**src/rtl/regfile_wb_arb_pkg.sv**
```systemverilog
// regfile_wb_arb_pkg
//   Shared definitions for the register-file write-port controller:
//   controller state encoding and helpers that derive the register count
//   and the zero-fill counter width from LG_DEPTH.
package regfile_wb_arb_pkg;

   typedef enum logic {
      ST_INIT = 1'b0,
      ST_RUN  = 1'b1
   } state_t;

   // Number of registers for a given log2 depth.
   function automatic int unsigned depth_of(input int unsigned lg_depth);
      return 32'd1 << lg_depth;
   endfunction

   // Fill counter needs one extra bit so it can count up to DEPTH itself.
   function automatic int unsigned fill_cnt_width(input int unsigned lg_depth);
      return lg_depth + 32'd1;
   endfunction

endpackage

```
**src/rtl/rr_arb2.sv**
```systemverilog
// rr_arb2
//   Two-way round-robin arbiter. With a single requester it grants that
//   requester; with both it grants the one not granted most recently.
//   Ports:
//     clk, reset : clock, synchronous active-high reset
//     req[1:0]   : request vector (bit 0 = wb0, bit 1 = wb1)
//     advance    : grant is being used this cycle; priority pointer may move
//     gnt[1:0]   : one-hot (or zero) combinational grant
module rr_arb2 (
   input  logic       clk,
   input  logic       reset,
   input  logic [1:0] req,
   input  logic       advance,
   output logic [1:0] gnt
);

   // 1 when requester 1 was granted most recently. Resets to 1 so that
   // the first contended cycle favours requester 0.
   logic last_was1;

   always_comb begin
      gnt = '0;
      case (req)
         2'b01:   gnt = 2'b01;
         2'b10:   gnt = 2'b10;
         2'b11:   gnt = last_was1 ? 2'b01 : 2'b10;
         default: gnt = '0;
      endcase
   end

   always_ff @(posedge clk) begin
      if (reset) begin
         last_was1 <= 1'b1;
      end else if (advance && (gnt != '0)) begin
         last_was1 <= gnt[1];
      end
   end

endmodule

```
**src/rtl/regfile_wb_arb.sv**
```systemverilog
// regfile_wb_arb
//   Write-port controller for a 2R/1W register-file RAM. After reset it
//   zero-fills every register, then arbitrates the single write port
//   between two writeback requesters (wb0: ALU, wb1: load/long-latency)
//   with valid/ready handshakes and round-robin priority.
//   Optional feature macro: REGFILE_WB_BYPASS_EN -- when defined, a write
//   presented in the same cycle as a read of the same address is forwarded
//   to the read data returned one cycle later.
//   Ports:
//     clk, reset                 : clock, synchronous active-high reset
//     wbK_valid/addr/data        : writeback request K (K = 0, 1)
//     wbK_ready                  : request K accepted when valid & ready
//     wr_en/wr_addr/wr_data      : registered RAM write port
//     rd_addr0/1                 : read addresses as driven to the RAM
//     ram_rd_data0/1             : raw RAM read data (one cycle after addr)
//     rd_data0/1                 : read data to the pipeline
//     init_done                  : high once zero-fill has completed
module regfile_wb_arb
   import regfile_wb_arb_pkg::*;
#(
   parameter int unsigned WIDTH         = 32,
   parameter int unsigned LG_DEPTH      = 5,
   parameter bit          HARDWIRE_ZERO = 1'b1
) (
   input  logic                clk,
   input  logic                reset,
   input  logic                wb0_valid,
   input  logic [LG_DEPTH-1:0] wb0_addr,
   input  logic [WIDTH-1:0]    wb0_data,
   output logic                wb0_ready,
   input  logic                wb1_valid,
   input  logic [LG_DEPTH-1:0] wb1_addr,
   input  logic [WIDTH-1:0]    wb1_data,
   output logic                wb1_ready,
   output logic                wr_en,
   output logic [LG_DEPTH-1:0] wr_addr,
   output logic [WIDTH-1:0]    wr_data,
   input  logic [LG_DEPTH-1:0] rd_addr0,
   input  logic [LG_DEPTH-1:0] rd_addr1,
   input  logic [WIDTH-1:0]    ram_rd_data0,
   input  logic [WIDTH-1:0]    ram_rd_data1,
   output logic [WIDTH-1:0]    rd_data0,
   output logic [WIDTH-1:0]    rd_data1,
   output logic                init_done
);

   localparam int unsigned DEPTH = depth_of(LG_DEPTH);
   localparam int unsigned CNT_W = fill_cnt_width(LG_DEPTH);
   localparam logic [CNT_W-1:0] FILL_END = CNT_W'(DEPTH);

   state_t              state;
   logic [CNT_W-1:0]    fill_cnt;
   logic                run_active;
   logic [1:0]          gnt;
   logic                accept;
   logic [LG_DEPTH-1:0] sel_addr;
   logic [WIDTH-1:0]    sel_data;
   logic                drop_write;

   // Grants are only honoured in RUN and never while reset is asserted.
   assign run_active = (state == ST_RUN) && !reset;

   rr_arb2 u_arb (
      .clk     (clk),
      .reset   (reset),
      .req     ({wb1_valid, wb0_valid}),
      .advance (run_active),
      .gnt     (gnt)
   );

   assign wb0_ready = run_active && gnt[0];
   assign wb1_ready = run_active && gnt[1];

   always_comb begin
      accept     = wb0_ready || wb1_ready;
      sel_addr   = wb1_ready ? wb1_addr : wb0_addr;
      sel_data   = wb1_ready ? wb1_data : wb0_data;
      drop_write = HARDWIRE_ZERO && (sel_addr == '0);
   end

   // Fill presents counter values 0..DEPTH-1; the cycle after the last
   // one is spent switching to RUN, so init_done and ready first appear
   // in the cycle following the presentation of DEPTH-1.
   always_ff @(posedge clk) begin
      if (reset) begin
         state     <= ST_INIT;
         fill_cnt  <= '0;
         wr_en     <= 1'b0;
         wr_addr   <= '0;
         wr_data   <= '0;
         init_done <= 1'b0;
      end else begin
         case (state)
            ST_INIT: begin
               if (fill_cnt == FILL_END) begin
                  state     <= ST_RUN;
                  init_done <= 1'b1;
                  wr_en     <= 1'b0;
               end else begin
                  wr_en    <= 1'b1;
                  wr_addr  <= fill_cnt[LG_DEPTH-1:0];
                  wr_data  <= '0;
                  fill_cnt <= fill_cnt + CNT_W'(1);
               end
            end
            ST_RUN: begin
               if (accept) begin
                  wr_en   <= !drop_write;
                  wr_addr <= sel_addr;
                  wr_data <= sel_data;
               end else begin
                  wr_en <= 1'b0;
               end
            end
            default: begin
               state <= ST_INIT;
            end
         endcase
      end
   end

`ifdef REGFILE_WB_BYPASS_EN
   logic [LG_DEPTH-1:0] rd_addr0_q;
   logic [LG_DEPTH-1:0] rd_addr1_q;
   logic                byp_en;
   logic [LG_DEPTH-1:0] byp_addr;
   logic [WIDTH-1:0]    byp_data;

   // Capture the read addresses and the write presented to the RAM in the
   // same cycle; the RAM returns old data for that collision, so the
   // captured write data is substituted when the read data comes back.
   always_ff @(posedge clk) begin
      if (reset) begin
         rd_addr0_q <= '0;
         rd_addr1_q <= '0;
         byp_en     <= 1'b0;
         byp_addr   <= '0;
         byp_data   <= '0;
      end else begin
         rd_addr0_q <= rd_addr0;
         rd_addr1_q <= rd_addr1;
         byp_en     <= wr_en;
         byp_addr   <= wr_addr;
         byp_data   <= wr_data;
      end
   end

   always_comb begin
      rd_data0 = '0;
      rd_data1 = '0;
      if (!reset) begin
         rd_data0 = (byp_en && (rd_addr0_q == byp_addr)) ? byp_data : ram_rd_data0;
         rd_data1 = (byp_en && (rd_addr1_q == byp_addr)) ? byp_data : ram_rd_data1;
      end
   end
`else
   // Read addresses are only needed by the bypass path.
   logic rd_addr_unused;
   assign rd_addr_unused = ^{rd_addr0, rd_addr1};

   always_comb begin
      rd_data0 = reset ? '0 : ram_rd_data0;
      rd_data1 = reset ? '0 : ram_rd_data1;
   end
`endif

endmodule

```
**config.mk**
```make
export PLATFORM = sky130hd
export DESIGN_NAME = regfile_wb_arb
export DESIGN_NICKNAME = d
export VERILOG_FILES = /design/src/rtl/regfile_wb_arb_pkg.sv /design/src/rtl/rr_arb2.sv /design/src/rtl/regfile_wb_arb.sv
export SDC_FILE = /design/constraint.sdc
export NUM_CORES = 1
export LEC_CHECK = 0
export BUFFER_PORTS_ARGS = -buffer_cell sky130_fd_sc_hd__buf_2
export CORE_AREA = 2 2 99 101
export DETAILED_ROUTE_END_ITERATION = 8
export DIE_AREA = 0 0 101 103
export PLACE_DENSITY_LB_ADDON = 0.15
export SETUP_SLACK_MARGIN = 0.02
export SLEW_MARGIN = 10
export SYNTH_ARGS = -nofsm -noshare
export SYNTH_HDL_FRONTEND = slang
export SYNTH_SLANG_ARGS = --single-unit
```
**constraint.sdc**
```tcl
create_clock -name clk -period 3.6 [get_ports clk]
set_input_delay 0.54 -clock clk [delete_from_list [all_inputs] [get_ports clk]]
set_output_delay 0.54 -clock clk [all_outputs]
set_load 0.01 [all_outputs]
```
==> results.py <==
metrics = {
    "synth": {
        "synth_edf_count": 0,
        "synth_simple_gate_area_share": 0.345,
        "ys.flop_type": "dfxtp_1",
        "yosysUniqueCellTypes": 41,
        "synth.area.mux_share": 0.0307,
        "ys_warn_count": 0,
        "ys_async_sr_fraction": 0,
        "synth_top_area_frac": 0.355,
        "synth_seq_cells": 47,
        "netlist_area_sq_mm": 0.00265,
        "synth_top_family_by_area": "simple AND/OR/NAND/NOR gates",
        "yosys-top-cells-count": "nor2b_1 (67), dfxtp_1 (47), a21oi_1 (30)",
        "synth_area_per_cell_sq_um": 8.23,
        "synth_xor_area_frac": 0.0132,
        "synth_cells": 322,
        "yosysTopAreaCell": "dfxtp_1",
        "synth_most_common_cell": "nor2b_1",
        "synth_compound_area_frac": 0.187,
        "synth.area.top_cells": "dfxtp_1 (35%), nor2b_1 (16%), nor3b_1 (7.9%)",
        "syn_nets": 476,
        "synthAdderAreaFrac": 0.00944,
        "seq_area_frac_synth": 0.355,
    },
    "hold_path": {
        "hp-start": "wr_data[2]$_SDFFE_PP0P_",
        "holdPathStages": 2,
        "hold_end": "wr_data[2]$_SDFFE_PP0P_",
        "min_path_type": "flip-flop to flip-flop",
    },
    "global_routing": {
        "grt_pass1_wl_um": 15000,
        "antenna_found_initial": 0,
        "grt_pass1_vias": 3044,
        "track_usage": 0.185,
        "grt_max_degree": 80,
        "grt.overflow.total": 0,
    },
    "placement": {
        "portBuffers": 246,
        "placed_area_sq_mm": 0.00394,
        "gp_congestion": 0.818,
        "dpl.hpwl_um": 7990,
        "pre_cts_slack_ps": 1000,
    },
    "timing": {
        "finalSetupTns_ps": 0,
        "finalSetupViolations": 0,
        "max_freq_mhz": 385,
        "hold_viol_final": 0,
        "fin_skew_ps": 12.2,
        "rsz0062_at_grt": "false",
        "min_period_ps": 2600,
        "worst_pin_slew_ps": 710,
        "report.final.slew_viol_count": 0,
        "relSlewSlack": 0.526,
        "setup_ws_ps": 1000,
        "timing.final.crit_share": 0.722,
    },
    "critical_path": {
        "r2r_setup_slack_ps": 1410,
        "critPathArrivalTime_ps": 2060,
        "critPathRequiredTime_ps": 3060,
        "start_kind": "input port",
        "reg2regPathDepth": 6,
        "slowest_stage": "inv_2",
        "critPathMaxFanout": 28,
        "crit_type": "input port to output port",
        "path_delay_family": "buffers and inverters",
        "endpoint_kind": "output port",
        "r2r_start": "fill_cnt[0]$_SDFFE_PP0P_",
        "path_buf_inv": 3,
        "crit_path_max_incr_delay_ps": 450,
        "crit_chain": "buf_4 > nand2b_1 > or2_1 > inv_2 > buf_2",
        "r2r-end": "wr_addr[1]$_SDFFE_PP0P_",
    },
    "drt": {
        "via_per_inst": 4.85,
        "first_pass_iters": 4,
        "drt_iter0_markers": 60,
        "wl_per_cell_um": 15.3,
        "vias": 3223,
        "ant_nets": 0,
        "wl_um": 10200,
        "drc_errors": 0,
    },
    "layout": {
        "synthToLayoutAreaGrowth_pct": 51.8,
        "nets": 705,
        "fin_util": 0.425,
        "diodes": 0,
        "fin_area_sq_mm": 0.00402,
        "layout-drive-gt1-share": 0.486,
    },
    "die": {
        "die_y_um": 103,
        "fp.dieW_um": 101,
        "io_pins": 257,
        "die-area_sq_mm": 0.0104,
        "rows": 36,
        "initial_utilization": 0.280,
        "fp.coreArea_sq_mm": 0.00946,
    },
    "clock_tree": {
        "cts_made_buffers": 5,
        "clock-sinks": 47,
        "clock_latency_ps": 300,
        "hold_buffers": 0,
        "clkTransAtPathRegs_ps": 80,
        "cts_resized": 0,
        "h-tree-depth": 2,
        "clockBufferDepth": 2,
        "cts_root_buffer": "clkbuf_8",
        "postCtsSetupBuffers": 0,
        "cts_tree": "built",
    },
    "power": {
        "p_total_w": 0.00105,
        "p_leak_nw": 1.98,
        "ir_drop_uv": 150,
        "p_per_area_mw_per_mm2": 262,
    },
    "run": {
        "cap_violations": 0,
    },
    "run_status": {
        "outcome": "complete, no violations",
    },
}
report_power, final:
part / switching, W / internal, W / total, W
sequential: 0.00000425 / 0.000525 / 0.000529
combinational: 0.000100 / 0.000114 / 0.000214
clock: 0.000177 / 0.000133 / 0.000310
total: 0.000281 / 0.000772 / 0.00105
layout by cell type (no fill, tap or decap), drive strengths merged:
master	n
a32o	4
a221o	4
nand4	1
nor2	10
dfxtp	47
a21bo	1
buf	252
mux2i	7
a21boi	1
and4b	1
or2	5
nor3b	29
nand2b	1
a21oi	30
nand3	28
clkinv	2
clkbuf	5
mux2	1
o22ai	27
a21o	1
nor3	1
inv	5
nor2b	67
a211oi	1
nand2	2
xnor2	2
o21ai	1
ha	2
xor2	2
or4	1
or3	1
o2bb2ai	5
a31oi	1
a31o	1
and3b	1
nor4	1
layer usage:
metal	routed length, um	part of all wire	track usage	vias up
met3	708	0.070	0.0386	14
met4	286	0.028	0.0696	0
met2	5470	0.54	0.367	146
met1	3690	0.36	0.189	1463
li1	-	-	-	1600
met5	0	0	0	-
worst max-delay path by stage:
stage	startpoint	endpoint	slack (ps)	depth (start not counted)
2_1_floorplan	wb1_valid	wb1_ready	1620	5
3_3_place_gp	reset	wb1_ready	1030	5
3_5_place_dp	reset	wb1_ready	1000	5
4_1_cts	reset	wb1_ready	1010	5
5_1_grt	reset	wb1_ready	890	5
6_report	reset	wb1_ready	1000	5
through the flow:
step                hold slack (ps)  std cells
CTS                             469        665
detailed placement              443        658
global route                    478        665
floorplan                       462        322
global placement                442        658
finish                          466        665
area by class of cell:
type	instances	area (sq um)
Timing Repair Buffer	252	1280
Inverter	5	18.8
Multi-Input combinational cell	240	1560
Tap cell	114	143
Clock inverter	2	13.8
Clock buffer	5	68.8
Sequential cell	47	941
Fill cell	996	5440
tightest hold or removal path: stages (launching register included):
cell and delay [ps]:
dfxtp_1 310, nand3_1 60, a21oi_1 60
state kept, by name, indices dropped and copies added (netlist names):
| name | cells |
|---|---|
| fill_cnt | 6 |
| init_done | 1 |
| state | 1 |
| u_arb.last_was1 | 1 |
| wr_addr | 5 |
| wr_data | 32 |
| wr_en | 1 |
cell families (layout without fill, tap and decap cells):
family / Yosys count / count (layout)
mux: 8 / 8
compound gates: 77 / 77
buf+inv: 35 / 264
fa+ha+maj: 2 / 2
simple gates: 149 / 149
flops: 47 / 47
xor+xnor: 4 / 4
Power figures use the tool's default switching activity.
